**config.mk**
```make
export PLATFORM = sky130hd
export DESIGN_NAME = stage_pipe_regs
export DESIGN_NICKNAME = d
export VERILOG_FILES = /design/src/rtl/stage_pipe_regs.sv
export SDC_FILE = /design/constraint.sdc
export NUM_CORES = 1
export LEC_CHECK = 0
export CAP_MARGIN = 30
export CORE_MARGIN = 2
export CORE_UTILIZATION = 45
export DETAILED_ROUTE_END_ITERATION = 8
export HOLD_SLACK_MARGIN = 0.06
export PLACE_DENSITY = 0.9
export SYNTH_ARGS = -nofsm -noshare
export SYNTH_HDL_FRONTEND = slang
export SYNTH_SLANG_ARGS = --single-unit
```
**constraint.sdc**
```tcl
create_clock -name clk -period 1.9 [get_ports clk]
set_input_delay 0.19 -clock clk [delete_from_list [all_inputs] [get_ports clk]]
set_output_delay 0.19 -clock clk [all_outputs]
set_load 0.01 [all_outputs]
```
**src/rtl/stage_pipe_regs.sv**
```systemverilog
// Pipeline registers between fetch, decode/execute and memory/writeback,
// with boot bubble, global stall, single-slot kill on redirect and instret.
module stage_pipe_regs #(
  parameter logic [31:0] RESET_PC = 32'h4000_0000,
  parameter logic [31:0] NOP_INST = 32'h0000_0013
) (
  input  logic        clk,
  input  logic        rst_n,
  input  logic [31:0] imem_inst,
  input  logic [31:0] fetch_pc,
  input  logic        stall,
  input  logic        redirect,
  output logic [31:0] s2_inst,
  output logic [31:0] s2_pc,
  output logic        s2_valid,
  output logic [31:0] s3_inst,
  output logic [31:0] s3_pc,
  output logic        s3_valid,
  output logic [31:0] instret
);

  typedef enum logic [1:0] {
    ST_BOOT = 2'd0,
    ST_RUN  = 2'd1,
    ST_HOLD = 2'd2
  } state_e;

  state_e      state_q, state_d;
  logic [31:0] s2_inst_q, s2_inst_d;
  logic [31:0] s2_pc_q, s2_pc_d;
  logic        s2_valid_q, s2_valid_d;
  logic [31:0] s3_inst_q, s3_inst_d;
  logic [31:0] s3_pc_q, s3_pc_d;
  logic        s3_valid_q, s3_valid_d;
  logic [31:0] instret_q, instret_d;
  logic        shift_s;
  logic        load_s;

  // Next-state decode: shift_s advances the pipe, load_s allows imem data into s2.
  always_comb begin
    state_d = state_q;
    shift_s = 1'b0;
    load_s  = 1'b0;
    case (state_q)
      ST_BOOT: begin
        if (stall) begin
          state_d = ST_BOOT;
        end else begin
          // imem has no valid word yet, so the first slot is always a bubble
          state_d = ST_RUN;
          shift_s = 1'b1;
        end
      end
      ST_RUN, ST_HOLD: begin
        if (stall) begin
          state_d = ST_HOLD;
        end else begin
          state_d = ST_RUN;
          shift_s = 1'b1;
          load_s  = 1'b1;
        end
      end
      default: begin
        state_d = ST_BOOT;
        shift_s = 1'b0;
        load_s  = 1'b0;
      end
    endcase
  end

  // Pipeline register and retired-count next values.
  always_comb begin
    s2_inst_d  = s2_inst_q;
    s2_pc_d    = s2_pc_q;
    s2_valid_d = s2_valid_q;
    s3_inst_d  = s3_inst_q;
    s3_pc_d    = s3_pc_q;
    s3_valid_d = s3_valid_q;
    instret_d  = instret_q;
    if (shift_s) begin
      s3_inst_d  = s2_inst_q;
      s3_pc_d    = s2_pc_q;
      s3_valid_d = s2_valid_q;
      s2_pc_d    = fetch_pc;
      if (load_s && !redirect) begin
        s2_inst_d  = imem_inst;
        s2_valid_d = 1'b1;
      end else begin
        s2_inst_d  = NOP_INST;
        s2_valid_d = 1'b0;
      end
    end else begin
      s3_inst_d  = s3_inst_q;
      s2_inst_d  = s2_inst_q;
    end
    if (!stall && s3_valid_q) begin
      instret_d = instret_q + 32'd1;
    end else begin
      instret_d = instret_q;
    end
  end

  // State and pipeline flops with asynchronous reset.
  always_ff @(posedge clk or negedge rst_n) begin
    if (!rst_n) begin
      state_q    <= ST_BOOT;
      s2_inst_q  <= NOP_INST;
      s2_pc_q    <= RESET_PC;
      s2_valid_q <= 1'b0;
      s3_inst_q  <= NOP_INST;
      s3_pc_q    <= RESET_PC;
      s3_valid_q <= 1'b0;
      instret_q  <= 32'd0;
    end else begin
      state_q    <= state_d;
      s2_inst_q  <= s2_inst_d;
      s2_pc_q    <= s2_pc_d;
      s2_valid_q <= s2_valid_d;
      s3_inst_q  <= s3_inst_d;
      s3_pc_q    <= s3_pc_d;
      s3_valid_q <= s3_valid_d;
      instret_q  <= instret_d;
    end
  end

  assign s2_inst  = s2_inst_q;
  assign s2_pc    = s2_pc_q;
  assign s2_valid = s2_valid_q;
  assign s3_inst  = s3_inst_q;
  assign s3_pc    = s3_pc_q;
  assign s3_valid = s3_valid_q;
  assign instret  = instret_q;

endmodule

```
# Word-level counts from Yosys, hierarchy flattened
# Index checks and enable logic that the tools add are counted.
# word_totals
reg_bits	164
output_inout_bits	162
elab_cells	26
# op_classes
n_addsub	1
n_eq_ne	2
mux	8
n_reduce_logical	7
# op_table
op	count
$add A32 B1 Y32 const B	1
$mux W32	1
$mux W1	5
$pmux W2 S2	1
$reduce_or A3 Y1	1
$eq A2 B1 Y1 const B	1
$eq A2 B2 Y1 const B	1
$logic_and A1 B1 Y1	2
$logic_not A1 Y1	2
$logic_not A2 Y1	1
$mux W2	1
$reduce_or A2 Y1	1

# Logic depth before layout (Yosys ltp)
# depth
ltp_word	5
ltp_mapped	6

# Worst setup path before layout
# OpenSTA, ideal clock, no wires.
# synth_path
path_kind	register to register
start	register instret_q[1], in the netlist instret[1]
end	register instret_q[22], in the netlist instret[22]
t_arrival_ns	1.665
required_time_ns	1.821
path_slack_ns	0.156
stages_incl_launch_ff	6
synth_period_minus_slack_ns	1.744
cell_sequence	dfrtp_1 ha_1 nor2b_1 nand4_2 nor4_1 xor2_1
# synth_via
elab_chain_len	1
# synth_rtl
item	line_no	text
start, declared	35	logic [31:0] instret_q, instret_d;
start signal, assigned	122	instret_q <= instret_d;
$add A32 B1 Y32	97	instret_d = instret_q + 32'd1;
# No other way between the ends.
# A chain may end at the register's enable or synchronous reset.

# Final worst setup path
# layout_path
start	register s2_inst_q[4], in the netlist s2_inst[4]
end	output port s2_inst[4]
# layout_lines
item	line_no	text
start, declared	29	logic [31:0] s2_inst_q, s2_inst_d;
start signal, assigned	116	s2_inst_q <= s2_inst_d;
end, declared	13	output logic [31:0] s2_inst,
# No word-level cell between the ends.

==> flow_summary.toml <==
[clock_network]
cts.sinks = 164
tritoncts = "done"
clock_path_buffers = 2
clk_pin_slew_worst_paths_ns = 0.06
cts_hold_buf = 1
cts_resized = 0
clkLatencyLatePin_ns = 0.43
cts_setup_buffers = 0
root_buffer = "clkbuf_16"
cts_max_level = 4
numCtsBuffers = 17

[worst_setup_path]
cp-start-kind = "flop"
crit_path_end_kind = "output pin"
max_stage_delay_ns = 0.57
crit_required_ns = 1.71
path_cells = "clkdlybuf4s50_1"
path_max_fanout = 3
worst-path-buf-inv = 1
critPathTopFamily = "buffers and inverters"
crit_path_top_delay_cell = "clkdlybuf4s50_1"
criticalPathCategory = "flop to output pin"
worstPathArrival_ns = 1.54

[die]
row_count = 43
die_width_um = 124
ios = 230
core_um2 = 13900
dieArea_um2 = 15300
fp.dieH_um = 124
initial_core_util_pct = 46.2

[power]
ir_drop_uv = 732
power.share.clock_pct = 26.5
p_leak_nw = 4.67
p_switching_mw = 3.75
combPwrFrac_pct = 32.3
seq_power_share_pct = 41.2
swShare_pct = 30.5
cellInternalPower_mw = 8.57
p_per_area_nw_per_um2 = 1280

[final_layout]
fin_util_pct = 69.1
nets = 937
multi_input_area_um2 = 2200
diodes = 0
final_cell_mix = "304 x nand2_1, 228 x clkdlybuf4s50_1, 156 x dfrtp_1"
seq_area_um2 = 4110
final_common_cell = "nand2_1"
areaGrowthSynthToFinish_pct = 49.6
layout-drive-gt1-share_pct = 7.85
fill_cells = 1035

[placed_design]
gp_congestion = 0.941
hpwl_um = 11600
numPortBuffers = 229

[detailed_routing]
vias = 5246
drt_pass1_iterations = 6
drc = 0
routed_wl_um = 16500
dr.first_iter.drc_count = 343
viasPerCell = 4.95
wl_per_cell_um = 15.6
antenna_left = 0

[global_route]
grt_pass1_wl_um = 26600
grt_max_degree = 88
antenna_found_initial = 1
grt-ovfl-total = 0
first_global_vias = 5171
grt_use_total_pct = 22.9

[timing]
grt_setup_unrepaired = "no"
worst_pin_slew_ns = 0.519
min_period_ns = 1.73
clock_skew_ns = 0.0137
clock.fmax_mhz = 580
fin_crit_sh_pct = 90.8
drv_slew = 0
hold_violations = 0
tns_ns = 0
setup_viol = 0
maxSlewHeadroom_pct = 65.4

[synthesis]
yosysWarnings = 0
synth.avg_cell_area_um2 = 10.2
postSynthCellCount = 631
synthesis.nets = 702
yosysSeqAreaShare_pct = 63.9
synth-seq-cells = 164
synth.distinct_cells = 30
syn_area_um2 = 6430

[run]
maxCapViolCount = 0

[run_status]
run_status = "completed"

[worst_hold_path]
worstHoldPathType = "input port to flop"
## final timing paths
kind / to / startpoint / slack [ns] / cells past startpoint
setup / recovery: s2_inst[4] / s2_inst[4] / 0.17 / 1
hold / removal: s2_pc[30] / fetch_pc[30] / 0.29 / 3
setup reg to reg: instret[18] / instret[4] / 0.20 / 4
hold reg to reg: s3_inst[1] / s3_inst[1] / 0.46 / 2
max in group asynchronous: s2_pc[20] / rst_n / 0.97 / 3
min in group asynchronous: s2_pc[25] / rst_n / 0.30 / 2
## tightest hold or removal path, cell delays in order
cell and delay [ns]:
clkdlybuf4s50_1 0.40, nand2_1 0.06, nand2_1 0.05
## state kept, by name (all words and copies together), names as in the netlist
register  count
s3_pc        32
s3_inst      32
s2_inst      32
s2_pc        32
s2_valid      1
s3_valid      1
instret      32
state_q       2
## per-layer routing
metal	vias to the layer above	wire (um)	track usage, %	share of wire, %
met5	-	0	0	0
met4	0	210	8.95	1.3
met3	16	1550	8.56	9.4
met2	214	8050	36.1	49
met1	2515	6730	28.7	41
li1	2501	-	-	-
## per-stage QoR
stage | worst slack, ns | hold WS [ns] | std cells | area [um^2] | power (mW)
2_1_floorplan | 0.156 | -0.106 | 631 | 6430 | 6.56
6_report | 0.175 | 0.289 | 1059 | 9620 | 12.3
3_3_place_gp | 0.160 | 0.174 | 1026 | 9050 | 8.98
3_5_place_dp | 0.0888 | 0.182 | 1026 | 9050 | 9.12
4_1_cts | 0.156 | 0.270 | 1059 | 9620 | 12.5
5_1_grt | 0.0757 | 0.293 | 1059 | 9620 | 13.0
## area by class of cell
cell class	count	share of cell area, %
flip-flops and latches	164	42.7
repair buffers	244	25.9
multi-input cells	433	22.9
clock buffers	22	4.72
well taps	180	2.34
clock inverters	10	1.12
inverters	6	0.234
## power by group through the flow
| stage | Clock, mW | Combinational [mW] | Sequential, mW |
|---|---|---|---|
| 3_5_place_dp | 0 | 4.00 | 5.12 |
| 3_3_place_gp | 0 | 3.92 | 5.07 |
| 6_report | 3.27 | 3.98 | 5.08 |
| 4_1_cts | 3.35 | 4.03 | 5.08 |
| 2_1_floorplan | 0 | 1.08 | 5.48 |
| 5_1_grt | 3.51 | 4.33 | 5.21 |
## Yosys cell counts, drive strengths merged
cell    instances  share of area, %
nand2         304                18
nor4            5              0.95
or2             2              0.19
a22o           29               3.9
and4            3              0.41
and2            1             0.097
xnor2          10               1.4
and3            4              0.39
or4             2              0.35
and4b           1              0.16
nor2b           2              0.19
dfstp           8               3.3
nand3           8              0.62
nand3b          1              0.12
mux2            1              0.18
xor2           21               2.9
ha              3              0.58
nor3b           1              0.12
nor2           11              0.64
nor3           11               1.3
nand4          10               1.4
buf             2              0.16
inv             6              0.35
dfrtp         156                61
clkbuf         26               1.5
o22a            3              0.41
## cell families (layout without fill, tap and decap cells)
logic type	count (synthesis)	after routing	synth area share, %
AND/OR/NAND/NOR	366	366	24.7
flip-flops	164	164	63.9
buffers and inverters	34	282	2.02
AO/OA/AOI/OAI	32	32	4.36
XOR/XNOR	31	31	4.22
adder cells (fa/ha/maj)	3	3	0.583
multiplexers	1	1	0.175
Note: power is estimated with default switching activity, not from simulation.
